$ cat config.mk
export PLATFORM = sky130hd
export DESIGN_NAME = barcode_scan_ctrl
export DESIGN_NICKNAME = d
export VERILOG_FILES = /design/src/rtl/barcode_scan_ctrl.sv
export SDC_FILE = /design/constraint.sdc
export NUM_CORES = 1
export LEC_CHECK = 0
export ABC_AREA = 1
export BUFFER_PORTS_ARGS = -buffer_cell sky130_fd_sc_hd__buf_4
export CAP_MARGIN = 0
export CORE_ASPECT_RATIO = 1.5
export CORE_MARGIN = 3
export CORE_UTILIZATION = 55
export DETAILED_ROUTE_END_ITERATION = 8
export GPL_ROUTABILITY_DRIVEN = 1
export PLACE_DENSITY = 0.78
export REMOVE_ABC_BUFFERS = 1
export SYNTH_ARGS = -nofsm -noshare
export SYNTH_HDL_FRONTEND = slang
export SYNTH_SLANG_ARGS = --single-unit
$ cat constraint.sdc
create_clock -name clk -period 5.7 [get_ports clk]
set_clock_uncertainty 0.1 [all_clocks]
set_input_delay 0 -clock clk [delete_from_list [all_inputs] [get_ports clk]]
set_output_delay 0 -clock clk [all_outputs]
set_load 0.03 [all_outputs]
$ cat src/rtl/barcode_scan_ctrl.sv
// barcode_scan_ctrl: judges bar/space runs on three scan rows per frame and drives a debounced scan_en.
// Define SCAN_HOLD_EN to keep scan_en high until MISS_FRAMES consecutive bad frames.
module barcode_scan_ctrl #(
  parameter logic [9:0] BAR_LOC_Y1    = 10'd84,
  parameter logic [9:0] BAR_LOC_Y2    = 10'd104,
  parameter logic [9:0] BAR_LOC_Y3    = 10'd134,
  parameter logic [7:0] BAR_NUM       = 8'd30,
  parameter logic [9:0] MIN_W         = 10'd2,
  parameter logic [9:0] MAX_W         = 10'd40,
  parameter logic [3:0] STABLE_FRAMES = 4'd3,
  parameter logic [3:0] MISS_FRAMES   = 4'd4
) (
  input  logic       clk,
  input  logic       rst,
  input  logic [9:0] x_in,
  input  logic [9:0] y_in,
  input  logic       in_vs,
  input  logic       in_de,
  input  logic       in_data,
  output logic       scan_en,
  output logic       frame_done,
  output logic [2:0] row_ok,
  output logic [7:0] bar_count
);
  localparam logic [1:0] IDLE = 2'd0, WAIT_ROW = 2'd1, SCAN = 2'd2, EVAL = 2'd3;
  logic [1:0] state, row_idx;
  logic       vs_d, data_d, bad;
  logic [9:0] run, row_y;
  logic [7:0] bars, bar_cnt_next;
  logic [2:0] row_ok_next;
  logic [3:0] good_cnt;
  logic       vs_rise, trans, width_bad, row_pass, good;
`ifdef SCAN_HOLD_EN
  logic [3:0] miss_cnt;
`endif
  logic       unused;
  assign unused = ^{x_in, MISS_FRAMES};
  always_comb begin
    vs_rise   = in_vs & ~vs_d;
    trans     = in_de & (in_data != data_d);
    row_y     = row_idx == 2'd0 ? BAR_LOC_Y1 : row_idx == 2'd1 ? BAR_LOC_Y2 : BAR_LOC_Y3;
    width_bad = (run < MIN_W) || (run > MAX_W);
    row_pass  = (bars == BAR_NUM) && !bad && !data_d;
    good      = &row_ok_next;
  end
  always_ff @(posedge clk) begin
    if (rst) begin
      state        <= IDLE;
      row_idx      <= 2'd0;
      vs_d         <= 1'b0;
      data_d       <= 1'b0;
      bad          <= 1'b0;
      run          <= 10'd0;
      bars         <= 8'd0;
      bar_cnt_next <= 8'd0;
      row_ok_next  <= 3'd0;
      good_cnt     <= 4'd0;
      scan_en      <= 1'b0;
      frame_done   <= 1'b0;
      row_ok       <= 3'd0;
      bar_count    <= 8'd0;
`ifdef SCAN_HOLD_EN
      miss_cnt     <= 4'd0;
`endif
    end else begin
      vs_d       <= in_vs;
      data_d     <= in_data;
      frame_done <= 1'b0;
      // a frame boundary always restarts the row sequence, aborting any partial frame
      if (vs_rise) begin
        state        <= WAIT_ROW;
        row_idx      <= 2'd0;
        row_ok_next  <= 3'd0;
        bar_cnt_next <= 8'd0;
      end else begin
        case (state)
          WAIT_ROW: if (in_de && y_in == row_y) begin
            state <= SCAN;
            run   <= 10'd1;
            bars  <= {7'd0, in_data};
            bad   <= 1'b0;
          end
          SCAN: if (!in_de) begin
            row_ok_next[row_idx] <= row_pass;
            if (row_idx == 2'd0) bar_cnt_next <= bars;
            row_idx <= row_idx + 2'd1;
            state   <= row_idx == 2'd2 ? EVAL : WAIT_ROW;
          end else if (trans) begin
            run <= 10'd1;
            if (in_data) bars <= bars == 8'hff ? bars : bars + 8'd1;
            // white runs before the first bar are margin, not spaces
            if ((!in_data || bars != 8'd0) && width_bad) bad <= 1'b1;
          end else begin
            run <= run == 10'h3ff ? run : run + 10'd1;
          end
          EVAL: begin
            state      <= IDLE;
            frame_done <= 1'b1;
            row_ok     <= row_ok_next;
            bar_count  <= bar_cnt_next;
            if (good) begin
              good_cnt <= good_cnt == STABLE_FRAMES ? good_cnt : good_cnt + 4'd1;
              if (good_cnt + 4'd1 >= STABLE_FRAMES) scan_en <= 1'b1;
`ifdef SCAN_HOLD_EN
              miss_cnt <= 4'd0;
`endif
            end else begin
              good_cnt <= 4'd0;
`ifdef SCAN_HOLD_EN
              if (scan_en) begin
                miss_cnt <= miss_cnt + 4'd1;
                if (miss_cnt + 4'd1 >= MISS_FRAMES) begin
                  scan_en  <= 1'b0;
                  miss_cnt <= 4'd0;
                end
              end
`else
              scan_en <= 1'b0;
`endif
            end
          end
          default: ;
        endcase
      end
    end
  end
endmodule

After elaboration in Yosys (flattened, before gate mapping). Cells that the tools add are included.

Add/sub/neg operators: 4. Multiplexer cells: 31. Equality and inequality tests: 23. Bitwise operators: 5. $lt $le $gt $ge: 5. Reductions and logical operators: 27.

Operators with widths (number): $mux 8 (7); $mux 10 (4); $pmux 10 s2 (1); $reduce_and 3->1 (6); $ne 2x2->1 const B (8); $pmux 8 s2 (1); $add 10x1->10 const B (1); $eq 10x10->1 const B (1); $eq 10x8->1 (1); $gt 10x6->1 const B (1); $lt 10x2->1 const B (1); $mux 1 (9); $ne 3x3->1 const B (3); $add 8x1->8 const B (1); $eq 8x5->1 const B (1); $eq 8x8->1 const B (1); $mux 4 (2); $reduce_bool 8->1 (1); $reduce_and 7->1 (1); $eq 2x2->1 const B (3); $mux 2 (3); $pmux 2 s3 (1); $reduce_and 6->1 (1); $logic_and 1x1->1 (5); 23 further kinds (31).

Output and inout port bits: 13. Register bits after elaboration: 53. Bits of input ports: 25.

Logic depth before layout (Yosys ltp).
Depth in word-level cells: 8. Depth in mapped cells: 14. Depth with buffers taken out: 13.

Worst setup path after synthesis. No wires, ideal clock.

Path type: reg-to-reg. Start: reg row_idx[0]. End: reg bars[5]. Setup slack: 3.835 ns. Data required time: 5.484 ns. Cell stages (with the launch flop): 14. Path buffers: 1. Library setup time: 0.116 ns. Arrival: 1.649 ns. Cells stage by stage: dfxtp_1 -> inv_1 -> ha_1 -> nor2_2 -> inv_1 -> nand2_1 -> nand2_1 -> nor2_1 -> nand3_1 -> nand2_2 -> nand4_4 -> buf_6 -> o21ai_0 -> nor2_1.

Longest elaborated chain between the ends: 7.

Ends and longest elaborated chain: from (decl) (RTL line 26) `logic [1:0] state, row_idx;`; from (signal assigned) (RTL line 86) `row_idx <= row_idx + 2'd1;`; $eq 2x1->1 (RTL line 41) `row_y = row_idx == 2'd0 ? BAR_LOC_Y1 : row_idx == 2'd1 ? BAR_LOC_Y2 : BAR_LOC_Y3;`; $mux 8 (RTL line 41); $mux 8 (*) (RTL line 41); $eq 10x8->1 (*) (RTL line 77) `WAIT_ROW: if (in_de && y_in == row_y) begin`; $logic_and 1x1->1 (*) (RTL line 77); $ne 2x2->1 (no source line) (*); $reduce_and 7->1 (no source line) (*); to (signal assigned) (RTL line 80) `bars <= {7'd0, in_data};`; to (signal assigned) (RTL line 90) `if (in_data) bars <= bars == 8'hff ? bars : bars + 8'd1;`; to (decl) (RTL line 29) `logic [7:0] bars, bar_cnt_next;`.

Mark *: on every way between the ends. The rest lies on a longest branch, timed or not. A chain may end at the register's enable or synchronous reset.

Worst setup path after layout.
Start: reg row_idx[0]. End: reg run[8].

Longest elaborated chain between the ends: 7.

Ends and longest elaborated chain: $eq 2x1->1 (RTL line 41); $mux 8 (RTL line 41); $mux 8 (*) (RTL line 41); $eq 10x8->1 (*) (RTL line 77); $logic_and 1x1->1 (*) (RTL line 77); $ne 2x2->1 (no source line) (*); $reduce_and 5->1 (no source line) (*); to (signal assigned) (RTL line 94) `run <= run == 10'h3ff ? run : run + 10'd1;`; to (decl) (RTL line 28) `logic [9:0] run, row_y;`.

Marks and branches as above.

==> run summary <==
Clk Latency, worst-skew pair -> 0.31 ns
#FFs+latches synth -> 53
MaxCap Viol Count -> 0
period utilisation layout -> 40.86%
grt total ovfl -> 0
# H-tree levels -> 2
Async S/R FF share, synth -> 0%
CTS buffer count -> 5
met3 wire length -> 181 um
CTS tree -> built
PwrDens -> 228.5 mW/mm2
fmax -> 429.3 MHz
WP data required -> 5.80 ns
VDD IR max -> 0.2639 mV
Slew headroom -> 41.58%
final hold vios -> 0
critical path startpoint category -> register
CTS Buffer Depth -> 2
warnings from Yosys -> 0
WL final -> 5925 um
most common flop cell mapped by yosys -> dfxtp_1
Seq/Total Area, Yosys -> 38.34%
Mapped Area -> 0.002768 mm2
syn_area_per_cell -> 6.701 um2
DP HPWL -> 4337 um
post-synth cell types -> 31
proportion of layout cells with a drive suffix above 1 -> 10.00%
CP peak stage delay -> 0.38 ns
number of synthesized flops with an enable pin -> 0
Area growth syn-to-layout -> 13.38%
clk sinks -> 53
RD Place Congestion -> 0.8651
Setup crit end kind -> register
starting density of the core -> 57.08%
Worst Hold Class -> input port to register
M1 WL -> 2337 um
post-CTS sizing -> 0
number of routed nets with antenna violations -> 0
1st-pass router iterations -> 4
Final Total Pwr -> 717.1 uW
fin cells -> 506
Worst Path Max Fanout -> 20
Reg clk slew, reported paths -> 0.09 ns
# setup viols final -> 0
DR DRC count -> 0
core area -> 0.004848 mm2
row count -> 31
Crit-path slowest cell -> dfxtp_1
nets -> 474
initial antenna violation count -> 0
I/O Pins -> 38
RSZ-0062 raised after global routing -> no
CTS root buffer -> clkbuf_8
Die Ht -> 92.88 um
first-pass GRT wire length -> 10330 um
uppermost layer routed -> met4
Pins Over Slew Limit -> 0
drt wl/cell -> 11.71 um
antenna fix cells -> 0
Slew @ Worst Pin -> 0.8753 ns
critical path class -> register to register
Die X -> 63.92 um
met2 wire len -> 3192 um
status -> complete, no violations
Post-Synthesis Cells -> 413
crit-path cells -> inv_1 > ha_1 > nor2_2 > inv_1 > nand2_1 > nand2_1 > nor2_1 > nand3_1 > nand2_2 > nand4_2 > o21bai_1 > nor2_1
input/output buffers -> 27
routed via count -> 2580
Final min period -> 2.329 ns
largest net degree at the start of global routing -> 30
Detailed Route Iter0 Violations -> 118
Post-CTS Setup Bufs -> 0
placed cell count -> 494
vias in the first global route -> 2465
total global-route track usage -> 21.71%
Pleak -> 0.001489 uW
number of vias per cell -> 5.099
setup TNS -> 0 ns
die area -> 0.005937 mm2
Critical Path AT -> 2.42 ns
-- worst max-delay path, delay by kind of cell, from the launching register on --
family	cells	cell delay (ns)
AO/OA/AOI/OAI	1	0.29
flip-flops	1	0.38
buffers and inverters	2	0.14
adder cells (fa/ha/maj)	1	0.27
AND/OR/NAND/NOR	8	1.04
-- per-layer routing --
layer / vias to the layer above / GRT usage (%)
li1: 1344 / -
met4: 0 / 11.35
met2: 51 / 40.64
met1: 1169 / 22.44
met5: - / 0
met3: 16 / 3.641
-- per-stage QoR --
step / util, % / setup slack, ns / hold slack [ns] / area, um2
after CTS: 64.72 / 3.350 / 0.1063 / 3138
after floorplan: - / 3.706 / -0.03093 / 2694
after global placement: 61.60 / 3.405 / 0.1278 / 2987
final: 64.72 / 3.371 / 0.1014 / 3138
after global routing: 64.72 / 3.046 / 0.1329 / 3138
after detailed placement: 61.60 / 3.363 / 0.1337 / 2987
-- power breakdown --
part           internal (uW)  switching [uW]  leakage (uW)
sequential               379            8.30      0.000430
combinational           28.5            44.1       0.00100
clock                    132             125     0.0000554
total                    540             178       0.00149
-- flip-flops by register name, summed over array words and instances, names as in the netlist --
register	count
bar_cnt_next	8
vs_d	1
row_ok	3
data_d	1
row_idx	2
bars	8
bad	1
state	2
run	10
frame_done	1
scan_en	1
row_ok_next	3
bar_count	8
good_cnt	4
-- repair_timing --
item | in CTS | in global routing
endpoints found under the setup margin | 0 | 0
endpoints found under the hold margin | 13 | 0
hold buffers | 4 | 0
-- Yosys cell counts (2+ instances only) --
cell type	instances	share of area, %
nor3b_1	2	0.54
clkbuf_1	6	0.81
inv_1	50	6.8
nor3_1	4	0.72
buf_2	2	0.36
ha_1	10	4.5
xnor2_1	2	0.63
o21ai_0	33	6.0
xor2_1	9	2.8
nor2_1	90	12
nor4_1	2	0.45
nand3_1	18	3.3
o21bai_1	4	1.1
buf_6	2	0.81
a21oi_1	29	5.2
buf_4	2	0.54
inv_2	3	0.41
nand2_1	80	11
dfxtp_1	53	38
-- layout make-up --
| class | count | area [um2] |
|---|---|---|
| Clock buffer | 6 | 72.57 |
| Clock inverter | 2 | 38.79 |
| Fill cell | 445 | 1710 |
| Inverter | 53 | 198.9 |
| Multi-Input combinational cell | 294 | 1434 |
| Sequential cell | 53 | 1061 |
| Tap cell | 66 | 82.58 |
| Timing Repair Buffer | 32 | 250.2 |
-- cell families after synthesis --
group / share of synthesized area (%)
fa+ha+maj: 4.521
compound gates: 12.75
simple gates: 31.06
xor+xnor: 3.481
buf+inv: 9.855
flops: 38.34
-- final timing paths --
| path | startpoint | endpoint | slack [ns] | cells after the start |
|---|---|---|---|---|
| hold reg to reg | bad$_SDFFE_PP0P_ | bad$_SDFFE_PP0P_ | 0.36 | 2 |
| setup reg to reg | row_idx[0]$_SDFFE_PP0P_ | run[8]$_SDFFE_PP0P_ | 3.37 | 12 |
| hold / removal | y_in[6] | state[1]$_SDFFE_PP0P_ | 0.10 | 5 |
| setup / recovery | row_idx[0]$_SDFFE_PP0P_ | run[8]$_SDFFE_PP0P_ | 3.37 | 12 |
-- cell usage in the layout (no fill, tap or decap), types with 2 or more instances in the layout --
cell	n
buf_4	28
a21oi_1	29
nor2_1	90
o21ai_0	33
inv_1	50
inv_2	3
nor4_1	2
clkbuf_8	5
xor2_1	9
nand2_1	80
o21bai_1	4
dlygate4sd3_1	4
nand3_1	18
nor3_1	4
dfxtp_1	53
ha_1	10
xnor2_1	2
nor3b_1	2
(Power assumes the default switching activity.)
